==> config.mk <==
export PLATFORM = sky130hd
export DESIGN_NAME = mips_muldiv_flat
export DESIGN_NICKNAME = d
export VERILOG_FILES = /design/src/rtl/mips_muldiv_if.sv /design/src/rtl/mips_muldiv.sv /design/src/flat_wrapper.sv
export SDC_FILE = /design/constraint.sdc
export NUM_CORES = 1
export LEC_CHECK = 0
export ABC_AREA = 1
export CELL_PAD_IN_SITES_DETAIL_PLACEMENT = 0
export CELL_PAD_IN_SITES_GLOBAL_PLACEMENT = 1
export CORE_MARGIN = 4
export CORE_UTILIZATION = 37
export DETAILED_ROUTE_END_ITERATION = 6
export GPL_ROUTABILITY_DRIVEN = 0
export PLACE_DENSITY = 0.77
export RECOVER_POWER = 50
export SLEW_MARGIN = 20
export SYNTH_ARGS = -nofsm -noshare
export SYNTH_HDL_FRONTEND = slang
export SYNTH_SLANG_ARGS = --single-unit
==> constraint.sdc <==
create_clock -name clk -period 2.2 [get_ports clk]
set_input_delay 0.22 -clock clk [delete_from_list [all_inputs] [get_ports clk]]
set_output_delay 0.22 -clock clk [all_outputs]
set_load 0.02 [all_outputs]
==> src/rtl/mips_muldiv_if.sv <==
// Core <-> multiply/divide unit bundle: operation launch, MTHI/MTLO writes,
// HI/LO readback and busy/done status.
interface mips_muldiv_if #(parameter int WIDTH = 32);
  logic             start;
  logic [1:0]       op;
  logic [WIDTH-1:0] a;
  logic [WIDTH-1:0] b;
  logic             hi_we;
  logic             lo_we;
  logic [WIDTH-1:0] hilo_wdata;
  logic             busy;
  logic             done;
  logic [WIDTH-1:0] hi;
  logic [WIDTH-1:0] lo;

  modport master (
    output start, op, a, b, hi_we, lo_we, hilo_wdata,
    input  busy, done, hi, lo
  );

  modport slave (
    input  start, op, a, b, hi_we, lo_we, hilo_wdata,
    output busy, done, hi, lo
  );
endinterface

==> src/rtl/mips_muldiv.sv <==
// Iterative MULT/MULTU/DIV/DIVU unit with HI/LO; MULDIV_FAST_MUL_EN selects a one-edge multiplier.
// Latency WIDTH+1 edges (multiply 1 edge with MULDIV_FAST_MUL_EN), done pulses for one cycle.
// No backpressure: start is ignored while busy, the core is expected to stall on busy.
module mips_muldiv #(
  parameter int WIDTH = 32
) (
  input  logic         clk,
  input  logic         rst,
  mips_muldiv_if.slave bus
);

  localparam int CW = (WIDTH > 1) ? $clog2(WIDTH) : 1;

  typedef enum logic [1:0] {
    S_IDLE,
    S_RUN,
    S_FIX,
    S_DONE
  } state_t;

  state_t             state;
  state_t             state_nxt;
  logic               launch;
  logic               last_iter;
  logic [CW-1:0]      cnt;
  logic               is_div;
  logic               neg_q;
  logic               neg_r;
  logic               div0;
  logic [WIDTH-1:0]   m;
  logic [WIDTH-1:0]   a_raw;
  logic [2*WIDTH-1:0] acc;
  logic [WIDTH-1:0]   hi_q;
  logic [WIDTH-1:0]   lo_q;

  // Signed ops are reduced to magnitudes at launch; the core loop is unsigned.
  logic             sgn_op;
  logic             sa;
  logic             sb;
  logic [WIDTH-1:0] mag_a;
  logic [WIDTH-1:0] mag_b;

  always_comb begin
    sgn_op = ~bus.op[0];
    sa     = sgn_op & bus.a[WIDTH-1];
    sb     = sgn_op & bus.b[WIDTH-1];
    mag_a  = sa ? -bus.a : bus.a;
    mag_b  = sb ? -bus.b : bus.b;
  end

`ifdef MULDIV_FAST_MUL_EN
  logic [2*WIDTH-1:0] fast_prod;
  assign fast_prod = {{WIDTH{1'b0}}, mag_a} * {{WIDTH{1'b0}}, mag_b};
`endif

  always_comb begin
    state_nxt = state;
    launch    = 1'b0;
    last_iter = (cnt == CW'(WIDTH - 1));
    unique case (state)
      S_IDLE, S_DONE: begin
        if (bus.start) begin
          launch = 1'b1;
`ifdef MULDIV_FAST_MUL_EN
          state_nxt = bus.op[1] ? S_RUN : S_FIX;
`else
          state_nxt = S_RUN;
`endif
        end else begin
          state_nxt = S_IDLE;
        end
      end
      S_RUN:   if (last_iter) state_nxt = S_FIX;
      S_FIX:   state_nxt = S_DONE;
      default: state_nxt = S_IDLE;
    endcase
  end

  assign bus.busy = (state == S_RUN) || (state == S_FIX);
  assign bus.done = (state == S_DONE);
  assign bus.hi   = hi_q;
  assign bus.lo   = lo_q;

  // acc = {partial, operand}: multiply shifts right adding m, divide shifts left subtracting m.
  logic [WIDTH-1:0]   addend;
  logic [WIDTH:0]     add_sum;
  logic [WIDTH:0]     rem_sh;
  logic [WIDTH:0]     sub_diff;
  logic [2*WIDTH-1:0] acc_step;

  always_comb begin
    addend   = acc[0] ? m : {WIDTH{1'b0}};
    add_sum  = {1'b0, acc[2*WIDTH-1:WIDTH]} + {1'b0, addend};
    rem_sh   = acc[2*WIDTH-1:WIDTH-1];
    sub_diff = rem_sh - {1'b0, m};
    if (is_div) begin
      if (sub_diff[WIDTH])
        acc_step = {acc[2*WIDTH-2:0], 1'b0};
      else
        acc_step = {sub_diff[WIDTH-1:0], acc[WIDTH-2:0], 1'b1};
    end else begin
      acc_step = {add_sum, acc[WIDTH-1:1]};
    end
  end

  logic [2*WIDTH-1:0] prod;
  logic [WIDTH-1:0]   quo;
  logic [WIDTH-1:0]   rmd;
  logic [WIDTH-1:0]   res_hi;
  logic [WIDTH-1:0]   res_lo;

  always_comb begin
    prod = neg_q ? -acc : acc;
    quo  = neg_q ? -acc[WIDTH-1:0] : acc[WIDTH-1:0];
    rmd  = neg_r ? -acc[2*WIDTH-1:WIDTH] : acc[2*WIDTH-1:WIDTH];
    if (!is_div) begin
      res_hi = prod[2*WIDTH-1:WIDTH];
      res_lo = prod[WIDTH-1:0];
    end else if (div0) begin
      // Division by zero returns the raw dividend rather than the loop's signed remainder.
      res_hi = a_raw;
      res_lo = {WIDTH{1'b1}};
    end else begin
      res_hi = rmd;
      res_lo = quo;
    end
  end

  always_ff @(posedge clk) begin
    if (rst) begin
      state  <= S_IDLE;
      cnt    <= '0;
      is_div <= 1'b0;
      neg_q  <= 1'b0;
      neg_r  <= 1'b0;
      div0   <= 1'b0;
      m      <= '0;
      a_raw  <= '0;
      acc    <= '0;
      hi_q   <= '0;
      lo_q   <= '0;
    end else begin
      state <= state_nxt;
      if (launch) begin
        cnt    <= '0;
        is_div <= bus.op[1];
        neg_q  <= sa ^ sb;
        neg_r  <= sa;
        div0   <= (bus.b == '0);
        a_raw  <= bus.a;
        if (bus.op[1]) begin
          m   <= mag_b;
          acc <= {{WIDTH{1'b0}}, mag_a};
        end else begin
          m   <= mag_a;
`ifdef MULDIV_FAST_MUL_EN
          acc <= fast_prod;
`else
          acc <= {{WIDTH{1'b0}}, mag_b};
`endif
        end
      end else if (state == S_RUN) begin
        cnt <= cnt + 1'b1;
        acc <= acc_step;
      end

      // A completing operation takes priority over a coincident MTHI/MTLO.
      if (state == S_FIX) begin
        hi_q <= res_hi;
        lo_q <= res_lo;
      end else begin
        if (bus.hi_we) hi_q <= bus.hilo_wdata;
        if (bus.lo_we) lo_q <= bus.hilo_wdata;
      end
    end
  end

endmodule

==> src/flat_wrapper.sv <==
// flat-port wrapper written by rule: the top's interface ports become plain ports
module mips_muldiv_flat 
#(
  parameter int WIDTH = 32
)
  (clk, rst, bus_start, bus_op, bus_a, bus_b, bus_hi_we, bus_lo_we, bus_hilo_wdata, bus_busy, bus_done, bus_hi, bus_lo);
  mips_muldiv_if #(.WIDTH(WIDTH)) bus_i ();
  input  logic clk;
  input  logic rst;
  input wire logic [$bits(bus_i.start)-1:0] bus_start;
  input wire logic [$bits(bus_i.op)-1:0] bus_op;
  input wire logic [$bits(bus_i.a)-1:0] bus_a;
  input wire logic [$bits(bus_i.b)-1:0] bus_b;
  input wire logic [$bits(bus_i.hi_we)-1:0] bus_hi_we;
  input wire logic [$bits(bus_i.lo_we)-1:0] bus_lo_we;
  input wire logic [$bits(bus_i.hilo_wdata)-1:0] bus_hilo_wdata;
  output wire logic [$bits(bus_i.busy)-1:0] bus_busy;
  output wire logic [$bits(bus_i.done)-1:0] bus_done;
  output wire logic [$bits(bus_i.hi)-1:0] bus_hi;
  output wire logic [$bits(bus_i.lo)-1:0] bus_lo;
  assign bus_i.start = bus_start;
  assign bus_i.op = bus_op;
  assign bus_i.a = bus_a;
  assign bus_i.b = bus_b;
  assign bus_i.hi_we = bus_hi_we;
  assign bus_i.lo_we = bus_lo_we;
  assign bus_i.hilo_wdata = bus_hilo_wdata;
  assign bus_busy = bus_i.busy;
  assign bus_done = bus_i.done;
  assign bus_hi = bus_i.hi;
  assign bus_lo = bus_i.lo;
  mips_muldiv #(.WIDTH(WIDTH)) u_core (.clk(clk), .rst(rst), .bus(bus_i));
endmodule
Word level (Yosys, flattened, before mapping). Cells that the tools add are included.

Reductions and logical operators: 8. Eq/ne operators: 5. Bitwise operators: 4. Add/subtract/negate cells: 8. Mux-type cells: 25.

Operators by type and width (number): 32-bit 2-to-1 mux (15); 64-bit 2-to-1 mux (5); 32-bit negator (4); 64-bit negator (1); 32-bit by 32-bit adder with 33-bit output (1); 33-bit by 32-bit subtractor with 33-bit output (1); 32-bit logical NOT (1); 2-bit one-hot mux with 3 select lines (1); 2-bit nonzero test (3); 5-bit by 1-bit adder with 5-bit output (second input constant) (1); 5-bit == test (second input constant) (1); 2-bit == test (second input constant) (2); 2-bit OR reduction (2); 1-bit 2-to-1 mux (3); 1-bit AND (2); 2-bit by 1-bit == test with 1-bit output (second input constant) (1); 2-bit logical NOT (1); 2-bit 2-to-1 mux (1); 2-bit by 1-bit != test with 1-bit output (second input constant) (1); 1-bit logical OR (1); 1-bit NOT (1); 1-bit XOR (1).

Flip-flop bits (word level): 203. Bits of input ports: 103. Output and inout port bits: 66. Logic and storage cells: 61.

Logic depth before layout (Yosys ltp).
Depth in word-level cells: 5. Mapped depth: 21. Mapped depth without buffers: 20.

Least setup slack after synthesis. OpenSTA, ideal clock, no wires.

Path kind: flip-flop to flip-flop. Start point: reg u_core.acc[0]. End point: reg u_core.acc[53]. Arrival: 2.220 ns. Path slack: -0.155 ns. Cell stages (with the launch flop): 17. Buffers on the path: 1. Path through: dfxtp_1 buf_2 nand2_1 inv_1 ha_1 inv_1 fa_1 inv_1 nand2_1 o21ai_1 a21boi_0 o21ai_1 nand2_1 nand3_1 nand3_1 nand3_1 a21oi_1.

Longest elaborated chain between the ends: 5.

RTL lines: from (decl) (RTL line mips_muldiv.sv:32) `logic [2*WIDTH-1:0] acc;`; from (signal assigned) (RTL line mips_muldiv.sv:153) `acc <= {{WIDTH{1'b0}}, mag_a};`; from (signal assigned) (RTL line mips_muldiv.sv:159) `acc <= {{WIDTH{1'b0}}, mag_b};`; from (signal assigned) (RTL line mips_muldiv.sv:164) `acc <= acc_step;`; 32-bit 2-to-1 mux (RTL line mips_muldiv.sv:92) `addend = acc[0] ? m : {WIDTH{1'b0}};`; 32-bit by 32-bit adder with 33-bit output (RTL line mips_muldiv.sv:93) `add_sum = {1'b0, acc[2*WIDTH-1:WIDTH]} + {1'b0, addend};`; 64-bit 2-to-1 mux (RTL line mips_muldiv.sv:96) `if (is_div) begin`; 64-bit 2-to-1 mux (RTL line mips_muldiv.sv:162) `end else if (state == S_RUN) begin`; 64-bit 2-to-1 mux (RTL line mips_muldiv.sv:144) `if (launch) begin`.

No other way between the ends. The select of a mux whose other input is x is not followed. A chain may end at the register's enable or synchronous reset.

Final worst setup path.
Start point: reg u_core.acc[0]. End point: reg u_core.acc[61].

The elaborated chain is that of the path after synthesis.

==> reports/qor.yml <==
design.core.area_um2: 52700
hp-class: "in -> reg"
htreeDepth: 1
cpPeakStageDelay_ns: 0.39
outcome: "finished with violations"
synth-seq-cells: 203
wl_per_cell_um: 19.7
antenna_left: 0
rsz0062_at_grt: "true"
grt_pass1_vias: 23900
ys.flop_type: "dfxtp_1"
synth-warning-count: 0
vias_per_cell: 5.40
seqCellArea_um2: 4100
antenna_found_initial: 1
syn_area_per_cell_um2: 5.56
grt_overflow: 0
post_synth_num_cell_types: 61
drive_gt1_share_pct: 26.1
synth_nets: 3719
fin_crit_ns: 2.43
numCtsBuffers: 27
start_util_pct: 37.4
drv_cap: 0
leakage_nw: 14.6
whs_ns: 0.275
crit_fanout: 5
path_cells: "nand2_2 > inv_2 > ha_4 > inv_4 > fa_2 > inv_2 > nand2_4 > o21ai_4 > a21boi_2 > o21ai_2 > buf_6 > nand2_4 > nand2_1 > nand2_1 > nand3_2 > nand3_2 > a21oi_2"
place_ws_ns: -0.412
drcViolationCount: 0
maxSlewViolCount: 0
dr.pass1.iters: 6
cp_data_arrival_time_ns: 2.92
slowest_stage: "dfxtp_4"
drt-initial-drc-count: 3118
synth_edf_count: 0
final.setup_skew_ns: 0.0240
fmaxAchievable_mhz: 412
synth_area_leaders: "nand2_1 (21%), dfxtp_1 (21%), inv_1 (9.7%), nand3_1 (9.3%), a21oi_1 (6.2%)"
grt_use_total_pct: 32.0
yosysTopAreaCellShare_pct: 20.9
die_area_um2: 57000
worstPathRequired_ns: 2.70
clk_latency_ns: 0.58
synth_top_area_cell: "nand2_1"
multiInputGateArea_um2: 15000
fin_area_um2: 29400
fin_ws_ns: -0.228
cts_max_path_buffers: 3
cts.clk_slew.worst_paths_ns: 0.06
tns_ns: -6.14
instances_no_fill: 4917
fillCellCount: 5271
violations: "negative setup slack"
wirelength_um: 96900
period_share_pct: 110
yosysSeqAreaShare_pct: 20.6
crit_type: "reg -> reg"
rows: 84
cp-end-kind: "flop"
hold_viol: 0
clkSinkCount: 203
start_kind: "flop"
power_density_nw_per_um2: 913
antenna_cells: 0
port_buffers: 168
slew_headroom_pct: 33.4
cts_root_buf: "clkbuf_16"
peakVddDrop_uv: 644
finalSetupViolCount: 62
cts_tree: "yes"
grt_max_degree: 67
post_dp_cell_area_um2: 26100
final_nets: 4386
synthArstFlopShare_pct: 0
tightest_slew_ns: 0.997
die_h_um: 239
num_vias: 26600
synthesis.area_um2: 19700
grt_first_pass_wirelength_um: 142000
placed_cells: 4812
syn2layout_area_growth_pct: 49.6
die_x_um: 239
netlist_instances: 3541
hpwl_um: 77700
io_pins: 169
[critical path: cells and delay by family, from the launching register on]
family,cells,cell delay (ns)
buffers and inverters,4,0.34
adder cells (fa/ha/maj),2,0.52
flip-flops,1,0.39
AO/OA/AOI/OAI,4,0.62
AND/OR/NAND/NOR,7,0.48
[kinds of logic after synthesis]
| logic type | count (synthesis) | share of synthesized area (%) |
|---|---|---|
| xor gates and xnor gates | 80 | 3.56 |
| buffers and inverters | 666 | 13.0 |
| DFF | 203 | 20.6 |
| AOI/OAI and AO/OA | 613 | 17.2 |
| adders and majority gates | 75 | 4.84 |
| and+or+nand+nor | 1904 | 40.7 |
[flip-flops by register name, indices dropped and copies added (netlist names)]
register       flops
u_core.acc        64
u_core.a_raw      32
u_core.bus.lo     32
u_core.is_div      1
u_core.div0        1
u_core.neg_q       1
u_core.neg_r       1
u_core.bus.hi     32
u_core.cnt         5
u_core.m          32
u_core.state       2
[area by class of cell]
cell class | instances | share of cell area, %
timing repair buffer | 785 | 22.5
clock buffer | 36 | 2.61
inverter | 514 | 6.59
clock inverter | 14 | 0.527
sequential | 203 | 13.9
tap | 688 | 2.92
multi-input combinational | 2677 | 51.0
[cell usage after synthesis (17+ instances only)]
| master | instances |
|---|---|
| nand2_1 | 1095 |
| nor3_1 | 41 |
| nand2_2 | 17 |
| nor2_1 | 301 |
| nand4_1 | 36 |
| nand3_1 | 364 |
| xor2_1 | 64 |
| inv_1 | 510 |
| o211ai_1 | 32 |
| a21oi_1 | 244 |
| dfxtp_1 | 203 |
| o21ai_0 | 218 |
| clkbuf_1 | 113 |
| a31oi_1 | 39 |
| ha_1 | 73 |
[final timing paths]
kind / start / end / slack [ns] / cells after the start
setup reg to reg: u_core.acc[0] / u_core.acc[61] / -0.23 / 17
hold / removal: bus_hilo_wdata[20] / u_core.bus.lo[20] / 0.27 / 3
hold reg to reg: u_core.a_raw[18] / u_core.a_raw[18] / 0.46 / 2
setup / recovery: u_core.acc[0] / u_core.acc[61] / -0.23 / 17
[cell usage in the layout (no fill, tap or decap), types with 7 or more instances in the layout]
cell             count
nand2_8             11
or2_2                7
xnor2_1             16
nand2_4             16
o21ai_2             19
ha_1                32
nor3_1              32
a21oi_1            201
buf_4              567
clkdlybuf4s50_1    102
a22oi_1              8
nand2_2             88
o22ai_1             10
nand2_1           1007
a21oi_2             47
buf_12              17
o21ai_0            164
inv_1              485
clkbuf_16           27
nor3_2               9
nor2_2              42
o21ai_1             50
dfxtp_2             21
nand3_1            298
dlygate4sd3_1       65
nand3_2             61
o211ai_1            32
nand3_4              9
and2_1               9
inv_2               23
o21bai_1            10
nand4_1             36
nor2_4              21
ha_4                39
nor2_1             248
xor2_1              60
dfxtp_1            180
a31oi_1             38
buf_6               25
[timing repair]
action / CTS / global route
cloned: 7 / 0
hold endpoints to repair: 2 / 0
pin swaps: 39 / 99
hold buffers: 1 / 0
buffers inserted: 19 / 30
gates resized for setup: 205 / 299
endpoints found under the setup margin: 66 / 77
[per-stage QoR]
step                      power (mW)  utilization (%)
after floorplan                 12.9                -
after global placement          19.6             49.5
after detailed placement        19.6             49.5
after CTS                       25.4             53.5
after global routing            28.4             55.9
final                           26.9             55.9
[where the power goes]
part	internal (mW)	switching (mW)	total, mW
combinational	6.76	10.5	17.2
sequential	4.36	0.689	5.05
clock	2.72	1.92	4.64
[layer usage]
metal / vias up / global-route usage (%) / wire length [um]
met5: - / 0 / 0
li1: 12700 / - / -
met4: 0 / 11.3 / 4590
met1: 12200 / 45.4 / 41100
met3: 254 / 6.08 / 10400
met2: 1342 / 48.3 / 40800
No activity file was read; power rests on OpenSTA's default activity.
